$ cat src/rtl/param_register_file_if.sv
// rtl/param_register_file_if.sv - data, select and flush handshake bundle for param_register_file
interface param_register_file_if #(
  parameter int WIDTH = 16,
  parameter int NGP   = 4,
  parameter int NSCR  = 4
) ();
  localparam int SELW = (NGP + NSCR) > 1 ? $clog2(NGP + NSCR) : 1;

  logic [WIDTH-1:0] I;
  logic [SELW-1:0]  OutASel;
  logic [SELW-1:0]  OutBSel;
  logic [2:0]       FunSel;
  logic [NGP-1:0]   RegSel;
  logic [NSCR-1:0]  ScrSel;
  logic             FlushReq;
  logic             Busy;
  logic [WIDTH-1:0] OutA;
  logic [WIDTH-1:0] OutB;

  modport master (
    output I, OutASel, OutBSel, FunSel, RegSel, ScrSel, FlushReq,
    input  Busy, OutA, OutB
  );

  modport slave (
    input  I, OutASel, OutBSel, FunSel, RegSel, ScrSel, FlushReq,
    output Busy, OutA, OutB
  );
endinterface

$ cat src/rtl/param_register_file.sv
// rtl/param_register_file.sv - GP + scratch register file with shared function unit, bypass and sequenced flush
module param_register_file #(
  parameter int WIDTH  = 16,
  parameter int NGP    = 4,
  parameter int NSCR   = 4,
  parameter bit BYPASS = 1'b0
) (
  input logic                  Clock,
  input logic                  Reset,
  param_register_file_if.slave bus
);
  localparam int N    = NGP + NSCR;
  localparam int SELW = N > 1 ? $clog2(N) : 1;

  typedef enum logic {IDLE, FLUSH} state_t;

  state_t           state;
  logic [SELW-1:0]  flush_cnt;
  logic             busy_q;
  logic [WIDTH-1:0] regs [N];
  logic [N-1:0]     sel_n;
  logic [N-1:0]     wr_en;
  logic             byp_ok;
  logic [WIDTH-1:0] out_a;
  logic [WIDTH-1:0] out_b;

  // Linear index 0 is R1 and NGP is S1, while the enable buses put R1/S1 on their MSBs.
  assign sel_n = {bus.RegSel, bus.ScrSel};

  // Flip the concatenated active-low enables into linear-index order.
  always_comb begin
    wr_en = '0;
    for (int k = 0; k < N; k++) begin
      wr_en[k] = ~sel_n[N-1-k];
    end
  end

  function automatic logic [WIDTH-1:0] apply_fun(input logic [2:0]       f,
                                                 input logic [WIDTH-1:0] q,
                                                 input logic [WIDTH-1:0] d);
    logic [WIDTH-1:0] r;
    case (f)
      3'b000:  r = q - WIDTH'(1);
      3'b001:  r = q + WIDTH'(1);
      3'b010:  r = d;
      3'b011:  r = '0;
      3'b100:  r = q << 1;
      3'b101:  r = q >> 1;
      3'b110:  r = {q[WIDTH-2:0], q[WIDTH-1]};
      default: r = q;
    endcase
    return r;
  endfunction

  // Register updates and flush sequencing; a flush owns the file and locks out normal writes.
  always_ff @(posedge Clock or posedge Reset) begin
    if (Reset) begin
      for (int k = 0; k < N; k++) begin
        regs[k] <= '0;
      end
      state     <= IDLE;
      flush_cnt <= '0;
      busy_q    <= 1'b0;
    end else begin
      case (state)
        IDLE: begin
          for (int k = 0; k < N; k++) begin
            if (wr_en[k]) begin
              regs[k] <= apply_fun(bus.FunSel, regs[k], bus.I);
            end
          end
          if (bus.FlushReq) begin
            state     <= FLUSH;
            flush_cnt <= '0;
            busy_q    <= 1'b1;
          end
        end
        FLUSH: begin
          for (int k = 0; k < N; k++) begin
            if (flush_cnt == SELW'(k)) begin
              regs[k] <= '0;
            end
          end
          if (flush_cnt == SELW'(N - 1)) begin
            state     <= IDLE;
            flush_cnt <= '0;
            busy_q    <= 1'b0;
          end else begin
            flush_cnt <= flush_cnt + SELW'(1);
          end
        end
        default: begin
          state <= IDLE;
        end
      endcase
    end
  end

  // Only a load in IDLE forwards I; every other function shows the stored value.
  assign byp_ok = BYPASS && (state == IDLE) && (bus.FunSel == 3'b010);

  // Combinational read ports; selects past the last register read as zero.
  always_comb begin
    out_a = '0;
    out_b = '0;
    for (int k = 0; k < N; k++) begin
      if (bus.OutASel == SELW'(k)) begin
        out_a = (byp_ok && wr_en[k]) ? bus.I : regs[k];
      end
      if (bus.OutBSel == SELW'(k)) begin
        out_b = (byp_ok && wr_en[k]) ? bus.I : regs[k];
      end
    end
  end

  assign bus.OutA = out_a;
  assign bus.OutB = out_b;
  assign bus.Busy = busy_q;
endmodule

$ cat src/flat_wrapper.sv
// flat-port wrapper written by rule: the top's interface ports become plain ports
module param_register_file_flat 
#(
  parameter int WIDTH  = 16,
  parameter int NGP    = 4,
  parameter int NSCR   = 4,
  parameter bit BYPASS = 1'b0
)
  (Clock, Reset, bus_I, bus_OutASel, bus_OutBSel, bus_FunSel, bus_RegSel, bus_ScrSel, bus_FlushReq, bus_Busy, bus_OutA, bus_OutB);
  param_register_file_if #(.WIDTH(WIDTH), .NGP(NGP), .NSCR(NSCR)) bus_i ();
  input logic Clock;
  input logic Reset;
  input wire logic [$bits(bus_i.I)-1:0] bus_I;
  input wire logic [$bits(bus_i.OutASel)-1:0] bus_OutASel;
  input wire logic [$bits(bus_i.OutBSel)-1:0] bus_OutBSel;
  input wire logic [$bits(bus_i.FunSel)-1:0] bus_FunSel;
  input wire logic [$bits(bus_i.RegSel)-1:0] bus_RegSel;
  input wire logic [$bits(bus_i.ScrSel)-1:0] bus_ScrSel;
  input wire logic [$bits(bus_i.FlushReq)-1:0] bus_FlushReq;
  output wire logic [$bits(bus_i.Busy)-1:0] bus_Busy;
  output wire logic [$bits(bus_i.OutA)-1:0] bus_OutA;
  output wire logic [$bits(bus_i.OutB)-1:0] bus_OutB;
  assign bus_i.I = bus_I;
  assign bus_i.OutASel = bus_OutASel;
  assign bus_i.OutBSel = bus_OutBSel;
  assign bus_i.FunSel = bus_FunSel;
  assign bus_i.RegSel = bus_RegSel;
  assign bus_i.ScrSel = bus_ScrSel;
  assign bus_i.FlushReq = bus_FlushReq;
  assign bus_Busy = bus_i.Busy;
  assign bus_OutA = bus_i.OutA;
  assign bus_OutB = bus_i.OutB;
  param_register_file #(.WIDTH(WIDTH), .NGP(NGP), .NSCR(NSCR), .BYPASS(BYPASS)) u_core (.Clock(Clock), .Reset(Reset), .bus(bus_i));
endmodule
$ cat config.mk
export PLATFORM = sky130hd
export DESIGN_NAME = param_register_file_flat
export DESIGN_NICKNAME = d
export VERILOG_FILES = /design/src/rtl/param_register_file_if.sv /design/src/rtl/param_register_file.sv /design/src/flat_wrapper.sv
export SDC_FILE = /design/constraint.sdc
export NUM_CORES = 1
export LEC_CHECK = 0
export ABC_AREA = 1
export CAP_MARGIN = 5
export CORE_ASPECT_RATIO = 0.75
export CORE_MARGIN = 8
export CORE_UTILIZATION = 45
export DETAILED_ROUTE_END_ITERATION = 8
export GPL_TIMING_DRIVEN = 0
export HOLD_SLACK_MARGIN = 0.03
export PLACE_DENSITY = 0.62
export SYNTH_ARGS = -nofsm -noshare
export SYNTH_HDL_FRONTEND = slang
export SYNTH_SLANG_ARGS = --single-unit
$ cat constraint.sdc
create_clock -name Clock -period 4.1 [get_ports Clock]
set_clock_uncertainty 0.1 [all_clocks]
set_input_delay 0.41 -clock Clock [delete_from_list [all_inputs] [get_ports Clock]]
set_output_delay 0.41 -clock Clock [all_outputs]
set_load 0.02 [all_outputs]
==> run metrics, run 1 <==
WL met2 about 31000 um; initial detailed-routing violation count around 2.5k; Tcrit/Tclk final 96.4%; Hold WS between 0.3 and 0.4 ns; setup TNS 0 ns; FP Rows just over 60; kind of critical path in2out; largest area contributor in the netlist nand2_1; Post-DP HPWL 61000 um; Clock transition at path regs 0.07 ns; sequential share of the synthesized area about a fifth; WP data arrival between 3 and 4 ns; Initial Util 45.4%; Critical Path RT ~3.6 ns; GR Overflow Total 0; cell with the most instances after synthesis nand2_1; Netlist cell types 32; CTS Hold Bufs 0; top cell type's share of synthesized area between 20% and 30%; Avg Vias per Cell around 5.7; Top FF cell, synth dfrtp_1; IO buf count around 70; Num CTS Buffers 17; initial antenna violation count 5; vias approximately 21k; H-tree levels 4; Synth Register Bits between 100 and 150; post-route ant nets 0; min cycle time layout approximately 4 ns; DRC 0; RSZ-0062 raised after global routing false; cell area after synthesis about 17000 um2; Fmax achieved around 250 MHz; Clock Path Buffers 2; Slew Limit Fails 0; die area 45000 um2; CORE AREA ~38000 um2; Synth Area in Compound Gates about an eighth; worst-skew pair later-pin latency between 0.4 and 0.5 ns; cell count after synthesis approximately 3.0k; Final setup viols 0; Post-synth EDFFs 0; number of global-route vias before repair around 19k; WL met1 around 35000 um; fraction of the mapped netlist area in simple logic gates a little over two fifths; CTS sink cnt approximately 130; CTS tree built; largest family of logic cells by synthesized area simple AND/OR/NAND/NOR gates; XOR/XNOR Fraction of Synth Area less than 1%; Worst-Margin Slew between 1 and 1.5 ns; Hold Fails Final Rpt 0; Post-Route WL 79000 um; synth top area cells nand2_1 (23%), dfrtp_1 (19%), inv_1 (12%); ys async rst share 100%; routed len/inst 21.6 um; # IOs 69; layout cell share with drive strength beyond 1 3.76%; status complete, no violations; die extent in y 186 um; GPL Wtd Cong slightly above 1; peak supply drop about 370 uV; Horiz. Die Dim roughly 240 um; post-synthesis adder-cell area fraction approximately 11%; met3 wire length roughly 9000 um; Mapped Avg Cell Area 5.70 um2; Area Overhead vs Synth 11.8%; post-CTS setup buffer count 0; most common library cells after synthesis nand2_1 (1074), inv_1 (544), nand3_1 (326), nor2_1 (281), ha_1 (142); Pre-antenna DRT Iters 8; PostCTS Resize Cnt 0; GRT Util Overall between 30% and 40%; largest net degree at the start of global routing 78; Crit. End Element output pin; first-pass GRT wire length 117000 um; CP startpoint kind input port; total nets after synthesis 3222; LEAKAGE between 10 and 15 nW; critical path fanouts, max 10; pwr/cell area between 700 and 800 nW/um2; Final nets about 3.3k; highest routed layer met5; Ys Warns 0; Root Buffer clkbuf_16; HP Class in2async; Slew Limit Headroom 17.8%; max_cap viols 0; mux share of post-synthesis cell area 0%
[metrics by stage]
step | area (um2) | std cells | utilization [%] | total power [mW] | setup slack [ns]
2_1_floorplan | 17300 | 3036 | - | 9.11 | 0.0356
3_3_place_gp | 18600 | 3616 | 48.9 | 11.8 | -2.34
3_5_place_dp | 18700 | 3618 | 49.1 | 12.0 | 0.211
4_1_cts | 19300 | 3650 | 50.7 | 13.8 | 0.263
5_1_grt | 19300 | 3651 | 50.8 | 15.4 | 0.101
6_report | 19300 | 3652 | 50.8 | 14.1 | 0.149
[final cells by class]
cell class	count	area (um2)
Fill cell	4064	18700
Multi-Input combinational cell	2285	11600
Sequential cell	133	3330
Inverter	554	2080
Timing Repair Buffer	71	751
Tap cell	512	641
Clock buffer	23	488
Buffer	64	287
Clock inverter	9	148
Antenna cell	1	2.50
[worst max-delay path: stages]
cell and delay, ns:
clkdlybuf4s50_1 0.55, inv_1 0.23, nand3_1 0.20, inv_1 0.22, clkbuf_1 0.46, nand2_1 0.17
o2111ai_1 0.24, nor2_1 0.13, nand4_1 0.18, clkdlybuf4s50_1 0.64
[final timing paths]
check                      slack, ns                     endpoint  cells after the start                         from
max in group asynchronous       2.77  u_core.regs[76]$_DFFE_PP0P_                      3                        Reset
hold reg to reg                 0.41  u_core.bus.Busy$_DFFE_PP0P_                      2  u_core.bus.Busy$_DFFE_PP0P_
min in group Clock              0.41  u_core.bus.Busy$_DFFE_PP0P_                      2  u_core.bus.Busy$_DFFE_PP0P_
setup reg to reg                1.45  u_core.regs[44]$_DFFE_PP0P_                      9       u_core.state$_DFF_PP0_
hold / removal                  0.34  u_core.regs[12]$_DFFE_PP0P_                      2                        Reset
setup / recovery                0.15                  bus_OutB[5]                     10               bus_OutBSel[0]
[flip-flops by register name, indices dropped and copies added, names as in the netlist]
name	flops
u_core.regs	128
u_core.flush_cnt	3
u_core.bus.Busy	1
u_core.state	1
[placed cells by master, fill, tap and decap left out, types with 10 or more instances in the layout]
cell type	Yosys	routed
clkbuf_16	0	17
ha_1	142	142
or2_2	13	13
nand4_1	55	55
clkdlybuf4s50_1	0	68
buf_2	31	31
nand2_2	11	10
a21oi_1	72	72
o21ai_0	79	79
o221ai_1	71	71
o2111ai_1	27	27
o22ai_1	56	56
nand2_1	1074	1074
clkbuf_1	28	30
nand3_1	326	326
nor2_1	281	281
inv_1	544	543
o21ai_1	13	13
dfrtp_1	133	133
nor3_1	16	16
[cell families (layout without fill, tap and decap cells)]
| logic type | count (synthesis) | count (layout) |
|---|---|---|
| flip-flops | 133 | 133 |
| adder cells (fa/ha/maj) | 150 | 150 |
| other | 0 | 1 |
| AO/OA/AOI/OAI | 327 | 327 |
| buffers and inverters | 618 | 721 |
| AND/OR/NAND/NOR | 1798 | 1798 |
| XOR/XNOR | 10 | 10 |
[power by group]
group / switching [mW] / leakage [nW] / internal (mW) / total, mW
logic: 6.44 / 8.51 / 3.18 / 9.62
clock network: 0.684 / 0.313 / 1.08 / 1.76
registers: 0.965 / 1.79 / 1.76 / 2.73
[layer usage]
metal  track usage [%]  vias to the layer above
li1                  -                     9930
met1              48.1                     9555
met2              48.3                     1168
met3              9.84                      245
met4              15.2                        6
met5                 0                        -
No activity file was read; power rests on OpenSTA's default activity.
==> run 2, diff against run 1 <==
--- a/config.mk
+++ b/config.mk
@@ -14,6 +14,7 @@
 export GPL_TIMING_DRIVEN = 0
 export HOLD_SLACK_MARGIN = 0.03
 export PLACE_DENSITY = 0.62
+export SLEW_MARGIN = 25
 export SYNTH_ARGS = -nofsm -noshare
 export SYNTH_HDL_FRONTEND = slang
 export SYNTH_SLANG_ARGS = --single-unit
==> constraint.sdc (replaced) <==
create_clock -name Clock -period 4.1 [get_ports Clock]
set_clock_uncertainty 0.1 [all_clocks]
set_input_delay 1.025 -clock Clock [delete_from_list [all_inputs] [get_ports Clock]]
set_output_delay 1.025 -clock Clock [all_outputs]
set_load 0.02 [all_outputs]
==> run metrics, run 2 (same netlist as run 1, synthesis figures left out) <==
status finished with violations (was complete, no violations); violated checks setup timing; CP startpoint kind input port (unchanged); Final setup viols 2 (was 0); Critical Path RT 2.97 ns (was 3.59 ns); first-pass GRT wire length 120000 um (was 117000 um); CTS tree built (unchanged); WL met1 35400 um (was 35300 um); Slew Limit Fails 0 (unchanged); Worst-Margin Slew 1.19 ns (was 1.23 ns); WL met2 32900 um (was 30600 um); WP data arrival 2.99 ns (was 3.44 ns); largest net degree at the start of global routing 89 (was 78); Num CTS Buffers 17 (unchanged); Place WS -1.07 ns (was 0.211 ns); register bank with the most flops u_core.regs (unchanged); max_cap viols 0 (unchanged); highest routed layer met5 (unchanged); die extent in y 186 um (unchanged); Post-DP HPWL 61300 um (was 61000 um); Post-Route WL 81300 um (was 79000 um); most common cell after layout, fill and taps aside nand2_1 (unchanged); overall power 13.8 mW (was 14.1 mW); kind of critical path in2out (unchanged); CORE AREA 38100 um2 (unchanged); GPL Wtd Cong 1.07 (was 1.03); fin util 51.8% (was 50.8%); routed len/inst 22.2 um (was 21.6 um); Avg Vias per Cell 5.78 (was 5.72); Hold Fails Final Rpt 0 (unchanged); CTS sink cnt 133 (unchanged); Final nets 3329 (was 3312); LEAKAGE 10.9 nW (was 10.6 nW); Fmax achieved 243 MHz (was 253 MHz); post-route ant nets 0 (unchanged); Tcrit/Tclk final 100% (was 96.4%); non-filler cells, final 3666 (was 3652); Crit path largest cell delay 0.36 ns (was 0.64 ns); vias 21.2k (was 20.9k); Crit. End Element output pin (unchanged); peak supply drop 323 uV (was 371 uV); IO buf count 68 (unchanged); crit path cell chain clkdlybuf4s15_2 > inv_2 > buf_4 > nand3_4 > clkbuf_8 > o2111ai_2 > nor2_1 > nand4_1 > dlygate4sd2_1 (was clkdlybuf4s50_1 > inv_1 > nand3_1 > inv_1 > clkbuf_1 > nand2_1 > o2111ai_1 > nor2_1 > nand4_1 > clkdlybuf4s50_1); Initial Util 45.4% (unchanged); FP Rows 62 (unchanged); min cycle time layout 4.12 ns (was 3.95 ns); Clock transition at path regs 0.06 ns (was 0.07 ns); CTS Hold Bufs 0 (unchanged); setup TNS -0.0188 ns (was 0 ns); initial detailed-routing violation count 2939 (was 2523); pwr/cell area 701 nW/um2 (was 730 nW/um2); die area 45000 um2 (unchanged); number of global-route vias before repair 19.1k (was 18.6k); layout cell share with drive strength beyond 1 6.18% (was 3.76%); commonest non-fill, non-tap cells in the layout nand2_1 (1074), inv_1 (539), nand3_1 (322), nor2_1 (273), ha_1 (142) (was nand2_1 (1074), inv_1 (543), nand3_1 (326), nor2_1 (281), ha_1 (142)); initial antenna violation count 1 (was 5); Root Buffer clkbuf_16 (unchanged); Clock Path Buffers 2 (unchanged); critical path fanouts, max 10 (unchanged); Area Overhead vs Synth 14.0% (was 11.8%); Top Registers u_core.regs: 128 flops, u_core.flush_cnt: 3 flops (unchanged); # IOs 69 (unchanged); HP Class reg2reg (was in2async); slowest stage cell on the critical path dlygate4sd2_1 (was clkdlybuf4s50_1); met3 wire length 8680 um (was 9030 um); R2R Setup Slk 1.65 ns (was 1.45 ns); Slew Limit Headroom 20.5% (was 17.8%); H-tree levels 4 (unchanged); GR Overflow Total 0 (unchanged); DRC 0 (unchanged); Pre-antenna DRT Iters 9 (was 8); Horiz. Die Dim 242 um (unchanged); worst-skew pair later-pin latency 0.47 ns (was 0.48 ns); GRT Util Overall 35.1% (was 34.3%); Largest register FFs 128 (unchanged); setup ws final -0.0151 ns (was 0.149 ns); Cells after DPL 3622 (was 3618)
[run 2: changes by cell type in the layout (fill, tap and decap cells not counted), moves of 5 or more]
cell,before,now
clkdlybuf4s15_2,0,6
dlygate4sd2_1,0,24
nor2_1,281,273
nor3_2,8,1
o2111ai_2,0,16
buf_4,2,21
clkbuf_2,0,10
clkbuf_1,30,15
clkdlybuf4s50_1,68,30
buf_12,0,5
nor3_4,0,9
nor2_2,1,8
o2111ai_1,27,7
[run 2: timing repair]
item                       4_1_cts  5_1_grt
gates cloned                     0        2
setup endpoints to repair       33       65
gates resized for setup        130       20
pin swaps                        8        4
buffers inserted                13        0
[run 2: path summary, 6_finish.rpt]
path / from / to / depth (start not counted)
worst min-delay path: u_core.bus.Busy$_DFFE_PP0P_ / u_core.bus.Busy$_DFFE_PP0P_ / 2
min in group asynchronous: Reset / u_core.regs[8]$_DFFE_PP0P_ / 2
worst max-delay path: bus_OutASel[2] / bus_OutA[4] / 9
worst max register to register: u_core.state$_DFF_PP0_ / u_core.regs[57]$_DFFE_PP0P_ / 9
max in group asynchronous: Reset / u_core.regs[98]$_DFFE_PP0P_ / 5
worst min register to register: u_core.bus.Busy$_DFFE_PP0P_ / u_core.bus.Busy$_DFFE_PP0P_ / 2
[run 2: critical path: cells and delay by family]
kind            cells  cell delay (ns)
compound gates      1             0.33
buf+inv             5             1.18
simple gates        3             0.44
[run 2: layout make-up]
cell class	count	area, um2
Fill cell	4072	18400
Multi-Input combinational cell	2287	11900
Sequential cell	133	3330
Inverter	554	2080
Timing Repair Buffer	87	866
Tap cell	512	641
Clock buffer	24	492
Buffer	63	333
Clock inverter	5	50.0
Antenna cell	1	2.50
[run 2: through the flow]
stage	hold WS [ns]	area, um2
6_report	0.403	19700
5_1_grt	0.464	19700
4_1_cts	0.418	19700
3_5_place_dp	0.399	18800
3_3_place_gp	0.399	18600
2_1_floorplan	0.377	17300
[run 2: layer usage]
layer  GRT usage (%)  vias up
met3            7.10      228
met2            51.9     1177
li1                -     9973
met5               0        -
met1            48.8     9814
met4            16.1        2
[run 2: where the power goes]
| part | total [mW] | leakage (nW) | internal (mW) | switching [mW] |
|---|---|---|---|---|
| clock | 1.54 | 0.272 | 0.883 | 0.655 |
| combinational | 9.61 | 8.88 | 3.15 | 6.46 |
| sequential | 2.68 | 1.79 | 1.76 | 0.912 |
| total | 13.8 | 10.9 | 5.80 | 8.03 |
